[config.mk]
export PLATFORM = sky130hd
export DESIGN_NAME = sync_bidir_ramif_fifo
export DESIGN_NICKNAME = d
export VERILOG_FILES = /design/src/rtl/sync_bidir_ramif_fifo.sv
export SDC_FILE = /design/constraint.sdc
export NUM_CORES = 1
export LEC_CHECK = 0
export BUFFER_PORTS_ARGS = -buffer_cell sky130_fd_sc_hd__buf_2
export CORE_ASPECT_RATIO = 2
export CORE_MARGIN = 5
export CORE_UTILIZATION = 43
export CTS_CLUSTER_DIAMETER = 30
export DETAILED_ROUTE_END_ITERATION = 8
export PLACE_DENSITY_LB_ADDON = 0.25
export SETUP_SLACK_MARGIN = 0.5
export SYNTH_ARGS = -nofsm -noshare
export SYNTH_HDL_FRONTEND = slang
export SYNTH_SLANG_ARGS = --single-unit
[constraint.sdc]
create_clock -name clk -period 6.88 [get_ports clk]
set_clock_uncertainty 0.1 [all_clocks]
set_input_delay 1.032 -clock clk [delete_from_list [all_inputs] [get_ports clk]]
set_output_delay 1.032 -clock clk [all_outputs]
set_load 0.05 [all_outputs]
[src/rtl/sync_bidir_ramif_fifo.sv]
`default_nettype none
// ============================================================================
// Module   : sync_bidir_ramif_fifo
// Brief    : Single-clock FIFO controller shared by sides A and B over an
//            external dual-port RAM; the writer role is arbitrated and the
//            direction only turns around once the FIFO has drained empty.
// Revision : 1.0 - initial release
// ============================================================================
module sync_bidir_ramif_fifo #(
    parameter int DSIZE         = 8,
    parameter int ASIZE         = 4,
    parameter int AFULL_THRESH  = (1 << ASIZE) - 2,
    parameter int AEMPTY_THRESH = 2
) (
    input  logic             clk,
    input  logic             rst_n,
    input  logic             a_wreq,
    input  logic             b_wreq,
    output logic             a_wgrant,
    output logic             b_wgrant,
    input  logic             a_winc,
    input  logic [DSIZE-1:0] a_wdata,
    input  logic             a_rinc,
    output logic [DSIZE-1:0] a_rdata,
    output logic             a_rvalid,
    input  logic             b_winc,
    input  logic [DSIZE-1:0] b_wdata,
    input  logic             b_rinc,
    output logic [DSIZE-1:0] b_rdata,
    output logic             b_rvalid,
    output logic             a_full,
    output logic             a_afull,
    output logic             a_empty,
    output logic             a_aempty,
    output logic             b_full,
    output logic             b_afull,
    output logic             b_empty,
    output logic             b_aempty,
    output logic [ASIZE:0]   count,
    output logic [DSIZE-1:0] o_ram_a_wdata,
    input  logic [DSIZE-1:0] i_ram_a_rdata,
    output logic [ASIZE-1:0] o_ram_a_addr,
    output logic             o_ram_a_rinc,
    output logic             o_ram_a_winc,
    output logic [DSIZE-1:0] o_ram_b_wdata,
    input  logic [DSIZE-1:0] i_ram_b_rdata,
    output logic [ASIZE-1:0] o_ram_b_addr,
    output logic             o_ram_b_rinc,
    output logic             o_ram_b_winc
);

    localparam logic [2:0] c_st_idle      = 3'd0;
    localparam logic [2:0] c_st_a2b       = 3'd1;
    localparam logic [2:0] c_st_a2b_drain = 3'd2;
    localparam logic [2:0] c_st_b2a       = 3'd3;
    localparam logic [2:0] c_st_b2a_drain = 3'd4;

    localparam logic [ASIZE:0] c_depth     = {1'b1, {ASIZE{1'b0}}};
    localparam logic [ASIZE:0] c_afull_th  = AFULL_THRESH[ASIZE:0];
    localparam logic [ASIZE:0] c_aempty_th = AEMPTY_THRESH[ASIZE:0];

    logic [2:0]     r_state;
    logic [2:0]     w_state_nxt;
    logic [ASIZE:0] r_wptr;
    logic [ASIZE:0] r_rptr;
    logic [ASIZE:0] w_count;
    logic           r_a_rvalid;
    logic           r_b_rvalid;
    logic           w_a_wr, w_b_wr, w_a_rd, w_b_rd;
    logic           w_a_wacc, w_b_wacc, w_a_racc, w_b_racc;
    logic           w_wacc, w_racc;
    logic           w_not_full, w_not_empty;
    logic           w_drain_done;

    assign w_count     = r_wptr - r_rptr;
    assign w_not_full  = (w_count != c_depth);
    assign w_not_empty = (w_count != '0);

    // Writing is only open in the non-drain states; reading continues through drain.
    assign w_a_wr = (r_state == c_st_a2b);
    assign w_b_wr = (r_state == c_st_b2a);
    assign w_a_rd = (r_state == c_st_b2a) || (r_state == c_st_b2a_drain);
    assign w_b_rd = (r_state == c_st_a2b) || (r_state == c_st_a2b_drain);

    assign w_a_wacc = a_winc & w_a_wr & w_not_full;
    assign w_b_wacc = b_winc & w_b_wr & w_not_full;
    assign w_a_racc = a_rinc & w_a_rd & w_not_empty;
    assign w_b_racc = b_rinc & w_b_rd & w_not_empty;
    assign w_wacc   = w_a_wacc | w_b_wacc;
    assign w_racc   = w_a_racc | w_b_racc;

    // No writes happen in drain, so the FIFO empties this cycle iff count == racc.
    assign w_drain_done = (w_count == {{ASIZE{1'b0}}, w_racc});

    always_comb begin
        w_state_nxt = r_state;
        case (r_state)
            c_st_idle: begin
                if (a_wreq)
                    w_state_nxt = c_st_a2b;
                else if (b_wreq)
                    w_state_nxt = c_st_b2a;
            end
            c_st_a2b: begin
                if (!a_wreq)
                    w_state_nxt = (!w_not_empty && !w_wacc) ? c_st_idle : c_st_a2b_drain;
            end
            c_st_a2b_drain: begin
                if (w_drain_done)
                    w_state_nxt = c_st_idle;
            end
            c_st_b2a: begin
                if (!b_wreq)
                    w_state_nxt = (!w_not_empty && !w_wacc) ? c_st_idle : c_st_b2a_drain;
            end
            c_st_b2a_drain: begin
                if (w_drain_done)
                    w_state_nxt = c_st_idle;
            end
            default: w_state_nxt = c_st_idle;
        endcase
    end

    always_ff @(posedge clk or negedge rst_n) begin
        if (!rst_n) begin
            r_state    <= c_st_idle;
            r_wptr     <= '0;
            r_rptr     <= '0;
            r_a_rvalid <= 1'b0;
            r_b_rvalid <= 1'b0;
        end else begin
            r_state    <= w_state_nxt;
            r_a_rvalid <= w_a_racc;
            r_b_rvalid <= w_b_racc;
            if (w_wacc)
                r_wptr <= r_wptr + 1'b1;
            if (w_racc)
                r_rptr <= r_rptr + 1'b1;
        end
    end

    assign count    = w_count;
    assign a_wgrant = (r_state == c_st_a2b) || (r_state == c_st_a2b_drain);
    assign b_wgrant = (r_state == c_st_b2a) || (r_state == c_st_b2a_drain);

    assign a_full   = w_a_wr ? !w_not_full : 1'b1;
    assign a_afull  = w_a_wr ? (w_count >= c_afull_th) : 1'b1;
    assign a_empty  = w_a_rd ? !w_not_empty : 1'b1;
    assign a_aempty = w_a_rd ? (w_count <= c_aempty_th) : 1'b1;
    assign b_full   = w_b_wr ? !w_not_full : 1'b1;
    assign b_afull  = w_b_wr ? (w_count >= c_afull_th) : 1'b1;
    assign b_empty  = w_b_rd ? !w_not_empty : 1'b1;
    assign b_aempty = w_b_rd ? (w_count <= c_aempty_th) : 1'b1;

    assign a_rvalid = r_a_rvalid;
    assign b_rvalid = r_b_rvalid;
    assign a_rdata  = i_ram_a_rdata;
    assign b_rdata  = i_ram_b_rdata;

    // Each side owns the RAM port of the same letter; its role picks the pointer.
    assign o_ram_a_addr  = w_a_wr ? r_wptr[ASIZE-1:0] : (w_a_rd ? r_rptr[ASIZE-1:0] : '0);
    assign o_ram_a_winc  = w_a_wacc;
    assign o_ram_a_rinc  = w_a_racc;
    assign o_ram_a_wdata = w_a_wr ? a_wdata : '0;
    assign o_ram_b_addr  = w_b_wr ? r_wptr[ASIZE-1:0] : (w_b_rd ? r_rptr[ASIZE-1:0] : '0);
    assign o_ram_b_winc  = w_b_wacc;
    assign o_ram_b_rinc  = w_b_racc;
    assign o_ram_b_wdata = w_b_wr ? b_wdata : '0;

endmodule
`default_nettype wire
==> results.tsv <==
stage	metric	value	unit
outcome	status	finished clean	
finish	diodes	0	
setup_path	crit_path_end_kind	output pin	
detailed_routing	viasPerCell	5.675	
synth	synth_top_flop_cell	dfrtp_1	
synth	synth.avg_cell_area	8.318	um^2
finish	fillers	289	
global_route	grt_use_met3	6.010	%
timing	finalHoldViolations	0	
clock_network	post-cts-setup-buffer-count	0	
placed_design	placed_area	1573	um^2
timing	fin_setup_tns	0	ns
finish	syn_to_final_growth	20.33	%
global_route	grt_usage	17.08	%
clock_network	htree_levels	1	
floorplan	rows	28	
placed_design	place.gp.congestion	0.9146	
synth	synth_cells	162	
detailed_routing	drc_errors	0	
synth	yosysWarnings	0	
hold_path	hold_class	reg -> reg	
finish	final_area	1622	um^2
synth	synth_nets	209	
detailed_routing	first_pass_iters	4	
timing	setup_viol	0	
synth	synth_async_sr_flop_share	100.0	%
setup_path	crit_path_cell_trace	inv_1 > ha_1 > fa_1 > nand2b_1 > a21oi_1 > xor2_1 > nand3_1 > and3_1 > buf_2	
setup_path	crit_slowest_cell	dfrtp_1	
synth	yosys.cell_types.count	35	
timing	period_share	57.90	%
global_route	gr-total-overflow	0	
clock_network	numCtsBuffers	3	
floorplan	fp.dieH	89.17	um
timing	period_minus_slack	3.983	ns
setup_path	cp.arrival	2.85	ns
setup_path	cp_top_family	simple AND/OR/NAND/NOR gates	
timing	worst_pin_slew	0.8826	ns
timing	slew_headroom	41.04	%
placed_design	port_buffers	68	
global_route	antenna_found_initial	0	
finish	final_nets	258	
floorplan	start_util	45.25	%
synth	synth_area	1348	um^2
floorplan	ioPinCount	101	
clock_network	clkTransAtPathRegs	0.07	ns
clock_network	clock_path_buffers	2	
floorplan	die_x	49.59	um
global_route	met1_usage	16.08	%
timing	holdWs	0.3875	ns
clock_network	insertion_delay	0.26	ns
finish	mostFrequentLayoutCells	buf_2, and3_1, nand2_1, dfrtp_1, inv_1	
global_route	grt_pass1_wl	6051	um
clock_network	clkSinkCount	15	
flow_run	max-cap-violations	0	
clock_network	root_buffer	clkbuf_8	
placed_design	dp_hpwl	3164	um
setup_path	cp-start-kind	flip-flop	
clock_network	cts_tree	yes	
detailed_routing	vias	1362	
global_route	grt_pass1_vias	1370	
setup_path	crit_fanout	6	
global_route	top_usage_layer	met2	
detailed_routing	drt.antenna.violating_nets	0	
setup_path	cp.required	5.75	ns
detailed_routing	initialDrtViolationCount	32	
clock_network	hold_buffers	0	
finish	final_common_cell	buf_2	
synth	synth_edf_count	0	
synth	synth_seq_area_share	27.86	%
detailed_routing	post_drt_wl_per_cell	15.87	um
setup_path	critical_path_buf_inv_count	2	
global_route	grt_max_degree	21	
synth	ys_ff_latch	15	
floorplan	dieArea	4421	um^2
finish	drive_gt1_share	37.14	%
detailed_routing	finalWirelength	3808	um
timing	slew_viol_final	0	
setup_path	criticalPathCategory	reg -> out	
global_route	use_met2	32.02	%
timing	fmaxAchievable	0.2510	GHz
clock_network	post_cts_resized	0	
setup_path	cpPeakStageDelay	0.40	ns
floorplan	core	2978	um^2
timing	rsz0062_at_grt	false	
[state kept, by name, summed over array words and instances (netlist names)]
name and cells:
r_wptr 5, r_state 3, r_rptr 5, a_rvalid 1, b_rvalid 1
[metrics by stage]
step	std cells	utilization (%)	setup slack [ns]
floorplan	162	-	3.279
global placement	236	52.82	3.338
CTS	240	54.45	2.910
global route	240	54.45	2.746
finish	240	54.45	2.897
detailed placement	236	52.82	3.200
[worst register-to-register path: cells and delay by family (launching register included)]
family          cells  cell delay (ns)
xor+xnor            1             0.36
buf+inv             1             0.10
simple gates        2             0.45
fa+ha+maj           2             0.64
flops               1             0.40
compound gates      3             0.58
[synth_stat cells (all sizes together), types with 4 or more instances]
| cell type | instances | area [um^2] |
|---|---|---|
| clkbuf | 6 | 22.52 |
| inv | 11 | 41.29 |
| ha | 6 | 75.07 |
| a21oi | 4 | 20.02 |
| and3 | 21 | 131.4 |
| dfrtp | 15 | 375.4 |
| xor2 | 4 | 35.03 |
| nand4 | 4 | 25.02 |
| nand2 | 19 | 71.32 |
| o21ai | 8 | 40.04 |
| buf | 18 | 130.1 |
| a22o | 6 | 52.55 |
| nor2 | 6 | 22.52 |
| xnor2 | 9 | 86.34 |
[area by class of cell]
class                      count  area (um^2)  share of cell area (%)
sequential                    15        375.4                   23.15
timing repair buffer          68        340.3                   20.99
tap                           30        37.54                   2.315
clock inverter                 1        7.507                  0.4630
multi-input combinational    112        778.2                   47.99
clock buffer                   3        41.29                   2.546
inverter                      11        41.29                   2.546
[routing by layer]
layer / routed length (um) / vias to the layer above
met5: 0 / -
met4: 110 / 0
met3: 416 / 10
met2: 2079 / 87
met1: 1202 / 626
li1: - / 639
[logic make-up (layout without fill, tap and decap cells)]
kind of cell,count (synthesis),after routing,synth area share (%)
multiplexers,1,1,0.8356
XOR/XNOR,13,13,9.007
adder cells (fa/ha/maj),7,7,7.057
AO/OA/AOI/OAI,26,26,14.49
buffers and inverters,35,83,14.39
flip-flops,15,15,27.86
AND/OR/NAND/NOR,65,65,26.37
[final timing paths]
check / start / to / slack, ns / cells after the start
setup / recovery: r_wptr[0] / o_ram_b_rinc / 2.90 / 9
hold / removal: r_rptr[4] / r_rptr[4] / 0.39 / 1
setup reg to reg: r_wptr[0] / r_state[2] / 4.12 / 9
hold reg to reg: r_rptr[4] / r_rptr[4] / 0.39 / 1
max in group asynchronous: rst_n / r_rptr[1] / 5.86 / 1
min in group asynchronous: rst_n / r_rptr[4] / 0.57 / 1
Power is left out: the tool's default activity adds up to more than one toggle a clock period on the data nets, which glitch-free logic cannot reach.
